**config.mk**
```make
export PLATFORM = sky130hd
export DESIGN_NAME = bus_arbiter
export DESIGN_NICKNAME = d
export VERILOG_FILES = /design/src/rtl/bus_arbiter.sv
export SDC_FILE = /design/constraint.sdc
export NUM_CORES = 1
export LEC_CHECK = 0
export ABC_AREA = 0
export CAP_MARGIN = 10
export CORE_AREA = 4 4 265 267
export DETAILED_ROUTE_END_ITERATION = 12
export DIE_AREA = 0 0 269 271
export PLACE_DENSITY = 0.44
export REMOVE_ABC_BUFFERS = 1
export SLEW_MARGIN = 15
export SYNTH_ARGS = -nofsm -noshare
export SYNTH_HDL_FRONTEND = slang
export SYNTH_SLANG_ARGS = --single-unit
```
**constraint.sdc**
```tcl
create_clock -name clk_i -period 1.93 [get_ports clk_i]
set_input_delay 0.579 -clock clk_i [delete_from_list [all_inputs] [get_ports clk_i]]
set_output_delay 0.579 -clock clk_i [all_outputs]
set_load 0.01 [all_outputs]
```
**src/rtl/bus_arbiter.sv**
```systemverilog
// Single-beat arbiter sharing one bus slave port among three masters:
// M0 = instruction fetch, M1 = load/store unit, M2 = CLINT/debug/DMA.
// Drives BusRequest/BusUsedEnd pulses for the pipeline controller and
// aborts a transaction with an error response if the slave never answers.
// Optional macro BUS_ARB_ROUND_ROBIN_EN selects round-robin arbitration;
// without it the arbiter uses fixed priority M1 > M2 > M0.
module bus_arbiter #(
    parameter int unsigned ADDR_W         = 64,
    parameter int unsigned DATA_W         = 64,
    parameter int unsigned TIMEOUT_CYCLES = 255
) (
    input  logic                    clk_i,
    input  logic                    rst_i,
    input  logic [2:0]              req_i,
    input  logic [3*ADDR_W-1:0]     addr_i,
    input  logic [2:0]              wen_i,
    input  logic [3*DATA_W-1:0]     wdata_i,
    input  logic [3*(DATA_W/8)-1:0] wstrb_i,
    output logic [2:0]              ack_o,
    output logic [DATA_W-1:0]       rdata_o,
    output logic                    err_o,
    output logic                    slv_valid_o,
    output logic [ADDR_W-1:0]       slv_addr_o,
    output logic                    slv_wen_o,
    output logic [DATA_W-1:0]       slv_wdata_o,
    output logic [DATA_W/8-1:0]     slv_wstrb_o,
    input  logic                    slv_ready_i,
    input  logic [DATA_W-1:0]       slv_rdata_i,
    output logic                    bus_request_o,
    output logic                    bus_used_end_o,
    output logic [1:0]              owner_o
);

    localparam int unsigned STRB_W = DATA_W / 8;
    localparam int unsigned CNT_W  = 16;

    localparam logic [1:0] StIdle = 2'd0;
    localparam logic [1:0] StBusy = 2'd1;
    localparam logic [1:0] StResp = 2'd2;

    localparam logic [1:0] OwnerNone = 2'd3;

    // Last BUSY cycle index before the timeout fires
    localparam logic [CNT_W-1:0] CntLast = CNT_W'(TIMEOUT_CYCLES - 1);

    logic [1:0]        state_q, state_d;
    logic [1:0]        owner_q, owner_d;
    logic [CNT_W-1:0]  cnt_q, cnt_d;
    logic [DATA_W-1:0] rdata_q, rdata_d;
    logic              err_q, err_d;
    logic              bus_req_q, bus_req_d;
    logic [1:0]        winner;

`ifdef BUS_ARB_ROUND_ROBIN_EN
    logic [1:0] ptr_q, ptr_d;
    logic [1:0] cand1, cand2;

    function automatic logic [1:0] next_idx(input logic [1:0] p);
        return (p == 2'd2) ? 2'd0 : p + 2'd1;
    endfunction

    // Search upward modulo 3 starting just after the last winner
    always_comb begin
        cand1 = next_idx(ptr_q);
        cand2 = next_idx(cand1);
        if (req_i[cand1]) begin
            winner = cand1;
        end else if (req_i[cand2]) begin
            winner = cand2;
        end else begin
            winner = ptr_q;
        end
    end

    // Pointer follows the most recent grant
    always_comb begin
        ptr_d = ptr_q;
        if (state_q == StIdle && req_i != 3'b000) begin
            ptr_d = winner;
        end
    end

    // Round-robin pointer register
    always_ff @(posedge clk_i) begin
        if (rst_i) begin
            ptr_q <= 2'd0;
        end else begin
            ptr_q <= ptr_d;
        end
    end
`else
    // Fixed priority: load/store beats the DMA port, fetch goes last
    always_comb begin
        if (req_i[1]) begin
            winner = 2'd1;
        end else if (req_i[2]) begin
            winner = 2'd2;
        end else begin
            winner = 2'd0;
        end
    end
`endif

    // Next-state logic for the IDLE -> BUSY -> RESP transaction sequence
    always_comb begin
        state_d   = state_q;
        owner_d   = owner_q;
        cnt_d     = cnt_q;
        rdata_d   = rdata_q;
        err_d     = err_q;
        bus_req_d = 1'b0;
        case (state_q)
            StIdle: begin
                if (req_i != 3'b000) begin
                    owner_d   = winner;
                    cnt_d     = '0;
                    state_d   = StBusy;
                    bus_req_d = (winner != 2'd0);
                end
            end
            StBusy: begin
                cnt_d = cnt_q + 1'b1;
                // A response in the timeout cycle still counts as a success
                if (slv_ready_i) begin
                    rdata_d = slv_rdata_i;
                    err_d   = 1'b0;
                    state_d = StResp;
                end else if (cnt_q == CntLast) begin
                    rdata_d = '0;
                    err_d   = 1'b1;
                    state_d = StResp;
                end
            end
            StResp: begin
                cnt_d   = '0;
                owner_d = OwnerNone;
                state_d = StIdle;
            end
            default: begin
                cnt_d   = '0;
                owner_d = OwnerNone;
                state_d = StIdle;
            end
        endcase
    end

    // State registers; reset abandons any transaction in flight
    always_ff @(posedge clk_i) begin
        if (rst_i) begin
            state_q   <= StIdle;
            owner_q   <= OwnerNone;
            cnt_q     <= '0;
            rdata_q   <= '0;
            err_q     <= 1'b0;
            bus_req_q <= 1'b0;
        end else begin
            state_q   <= state_d;
            owner_q   <= owner_d;
            cnt_q     <= cnt_d;
            rdata_q   <= rdata_d;
            err_q     <= err_d;
            bus_req_q <= bus_req_d;
        end
    end

    // Route the owner's request fields to the slave port
    always_comb begin
        slv_addr_o  = '0;
        slv_wen_o   = 1'b0;
        slv_wdata_o = '0;
        slv_wstrb_o = '0;
        case (owner_q)
            2'd0: begin
                slv_addr_o  = addr_i[0*ADDR_W +: ADDR_W];
                slv_wen_o   = wen_i[0];
                slv_wdata_o = wdata_i[0*DATA_W +: DATA_W];
                slv_wstrb_o = wstrb_i[0*STRB_W +: STRB_W];
            end
            2'd1: begin
                slv_addr_o  = addr_i[1*ADDR_W +: ADDR_W];
                slv_wen_o   = wen_i[1];
                slv_wdata_o = wdata_i[1*DATA_W +: DATA_W];
                slv_wstrb_o = wstrb_i[1*STRB_W +: STRB_W];
            end
            2'd2: begin
                slv_addr_o  = addr_i[2*ADDR_W +: ADDR_W];
                slv_wen_o   = wen_i[2];
                slv_wdata_o = wdata_i[2*DATA_W +: DATA_W];
                slv_wstrb_o = wstrb_i[2*STRB_W +: STRB_W];
            end
            default: ;
        endcase
    end

    // Status outputs decoded from the registered state
    always_comb begin
        slv_valid_o    = (state_q == StBusy);
        ack_o          = (state_q == StResp) ? (3'b001 << owner_q) : 3'b000;
        bus_used_end_o = (state_q == StResp) && (owner_q == 2'd1 || owner_q == 2'd2);
        bus_request_o  = bus_req_q;
        rdata_o        = rdata_q;
        err_o          = err_q;
        owner_o        = owner_q;
    end

endmodule

```
==> impl_metrics.toml <==
[place]
post-dp-hpwl_um = 46000
area_after_dpl_mm2 = 0.0150
port_buffers = 690
gp_congestion = 0.910
detailedPlace.worstSlack_ps = -847

[final_layout]
number_of_filler_cells_placed_in_the_layout = 7405
syn2layout_area_growth_pct = 150
multi_input_logic_area_mm2 = 0.00405
sequential_cell_area_mm2 = 0.00173
nNetsFinal = 2024
share_of_layout_cells_above_drive_strength_1_pct = 24.6
layout_common_cells = "clkdlybuf4s50_1, nor2_1, a222oi_1"
fin_area_mm2 = 0.0161
final_common_cell = "clkdlybuf4s50_1"

[setup_path]
ff2ff_setup_slack_ps = 150
worst-path-max-fanout = 8
worstRegToRegCells = 6
timing.critical_path.max_delay_family = "buffers and inverters"
cp_cell_sequence = "inv_2 -> buf_6 -> ha_4 -> buf_4 -> buf_8 -> buf_12 -> a222oi_1 -> nor2_1 -> buf_2"
reg2reg_from = "cnt_q[1]"
crit_path_max_incr_delay_ps = 430
cp_endpoint_kind = "output port"
timing.critical_path.slowest_stage_cell = "a222oi_1"
worst_ep_arrival_time_ps = 2170
critPathBufInv = 6
regToRegEndpoint = "err_o"
startpoint_type = "flop"
critical_path_required_ps = 1350
crit_type = "flop to output port"

[floorplan]
floorplan.rows = 96
dieWidth_um = 269
num_io_pins = 691
die_height_um = 271
die_area_mm2 = 0.0729
floorplan.initialDensity_pct = 9.44
core_area_mm2 = 0.0681

[cts]
largest_buffer_count_on_any_clock_path = 2
ctsRootBufferMaster = "clkbuf_16"
cts.sinks = 86
clkSlewWorstSetupHoldPaths_ps = 70
tritoncts.num_buffers = 9
clock_insertion_delay_worst_skew_ps = 350
cts-htree-levels = 3
tritoncts = "yes"

[global_routing]
first_global_vias = 10689
overflow = 0
grt_max_degree = 65
antenna_found_initial = 32
grt_pass1_wl_um = 79300
gr-usage-all-layers_pct = 15.0

[route]
ant_nets = 0
viasPerCell = 4.36
met3RoutedLength_um = 5440
routed_wire_length_per_instance_um = 24.6
drt_iter0_markers = 1144
vias_post_dr = 10627
drt-pass1-iter-count = 9
route.top_layer_used = "met5"
drcViolationCount = 0
wirelength_met1_um = 22800
routed-wl-met2_um = 29300
wl_um = 60000

[hold_path]
hp-class = "flop to flop"
hold_end = "cnt_q[15]"
hp-start = "cnt_q[15]"
hold-path-cell-count = 1

[timing]
worst-slew-pin-transition_ps = 569
report.final.hold_viol_count = 0
slew-limit-headroom_pct = 62.1
post-route-worst-setup-slack_ps = -820
layout_worst_path_cycle_share_pct = 142
final-max-slew-violation-count = 0
rsz0062_at_grt = "yes"
min_period_ps = 2750
fmax_ghz = 0.364
setup_violations = 141
final_setup_skew_ps = 10.6

[power]
vdd_ir_drop_max_uv = 404
internal-power_mw = 5.25
power_frac_seq_pct = 25.5
proportion_of_power_drawn_by_combinational_gates_pct = 50.2
switchingPower_mw = 2.64
power_per_cell_area_mw_per_mm2 = 489
netSwitchingFraction_pct = 33.4
cellLeakagePower_nw = 6.21
clockPowerShare_pct = 24.3
totalPowerFinal_mw = 7.88

[synthesis]
yosysWarningCount = 0
synth.yosys.seq_area_share_pct = 26.8
number_of_cells_produced_by_synthesis = 786
yosys_register_bits = 86
syn-mean-instance-area_um2 = 8.18
synth_cell_type_count = 46
synth_area_mm2 = 0.00643

[job]
drv_cap = 0

[status]
failed_checks = "negative setup slack"
run_status = "complete, but fails checks"
-- synth_stat cells (all sizes together) --
master | number | area share, %
a211o | 1 | 0.14
a211oi | 2 | 0.31
a21o | 1 | 0.12
a21oi | 8 | 0.62
a221o | 1 | 0.16
a222oi | 137 | 21
a311oi | 5 | 0.68
a31oi | 6 | 0.58
a32oi | 64 | 8.7
a41oi | 3 | 0.41
and2 | 4 | 0.39
and3 | 2 | 0.19
and4 | 3 | 0.41
buf | 22 | 2.3
clkbuf | 90 | 5.3
dfxtp | 86 | 27
ha | 7 | 1.4
inv | 72 | 4.2
nand2 | 7 | 0.41
nand2b | 2 | 0.19
nand3 | 6 | 0.47
nand3b | 1 | 0.12
nand4 | 5 | 0.49
nor2 | 157 | 9.2
nor2b | 1 | 0.097
nor3 | 4 | 0.39
nor4 | 1 | 0.097
nor4b | 1 | 0.14
nor4bb | 1 | 0.16
o211a | 2 | 0.31
o21ai | 13 | 1.0
o311a | 1 | 0.16
o311ai | 1 | 0.14
o31a | 1 | 0.14
o41ai | 64 | 12
or2 | 1 | 0.097
or3 | 3 | 0.37
-- worst max-delay path by stage --
stage	cells after the start	end	startpoint
global placement	5	slv_addr_o[19]	addr_i[147]
CTS	9	slv_wstrb_o[6]	owner_o[0]
global route	9	slv_wstrb_o[6]	owner_o[0]
detailed placement	6	slv_addr_o[14]	owner_o[1]
floorplan	4	slv_addr_o[0]	owner_o[1]
finish	9	slv_addr_o[24]	owner_o[0]
-- routing by layer --
layer  vias up  GRT usage (%)
li1       4788              -
met1      5120           16.8
met2       601           25.6
met3       106           4.76
met4        12           7.69
met5         -              0
-- through the flow --
stage                     cells  TNS [ps]  hold WS (ps)  utilization, %
after floorplan             674   -423940           435               -
after global placement     2337   -100640           466            22.1
after detailed placement   2337   -100350           471            22.1
after CTS                  2412    -90290           486            23.3
after global routing       2436   -101440           496            23.6
final                      2440    -88040           480            23.7
-- cell type report --
type,count,share of cell area [%]
Clock inverter,6,0.458
Antenna cell,17,0.264
Timing Repair Buffer,851,53.4
Sequential cell,86,10.7
Clock buffer,10,1.48
Inverter,72,1.69
Tap cell,882,6.85
Multi-Input combinational cell,516,25.1
-- worst reg2reg max path: stages, from the launching register on --
cell and delay (ps):
dfxtp_1 400, ha_1 210, nor4b_2 250, and4_4 320, buf_12 230, a21oi_1 130
a211oi_2 190
-- timing repair --
action / 4_1_cts / 5_1_grt
buffers inserted: 56 / 13
endpoints found under the hold margin: 0 / 0
cloned: 11 / 4
hold buffers: 0 / 0
setup endpoints to repair: 157 / 189
gates resized for setup: 655 / 38
pin swaps: 166 / 117
-- state kept, by name (all words and copies together) (netlist names) --
signal         cells
rdata_o           64
cnt_q             16
owner_o            2
state_q            2
bus_request_o      1
err_o              1
-- kinds of logic (layout without fill, tap and decap cells) --
| logic type | count (synthesis) | after routing | share of synthesized area (%) |
|---|---|---|---|
| fa+ha+maj | 7 | 7 | 1.36 |
| flops | 86 | 86 | 26.8 |
| compound gates | 310 | 310 | 46.9 |
| buf+inv | 184 | 939 | 11.8 |
| other cells | 0 | 17 | 0 |
| simple gates | 199 | 199 | 13.2 |
-- power groups by stage --
| stage | clock network, mW | logic, mW | registers [mW] |
|---|---|---|---|
| floorplan | 0 | 1.02 | 2.08 |
| CTS | 1.98 | 3.94 | 2.01 |
| global route | 2.05 | 4.21 | 2.03 |
| global placement | 0 | 3.64 | 2.04 |
| detailed placement | 0 | 3.64 | 2.05 |
| finish | 1.92 | 3.95 | 2.01 |
Note: power is estimated with default switching activity, not from simulation.
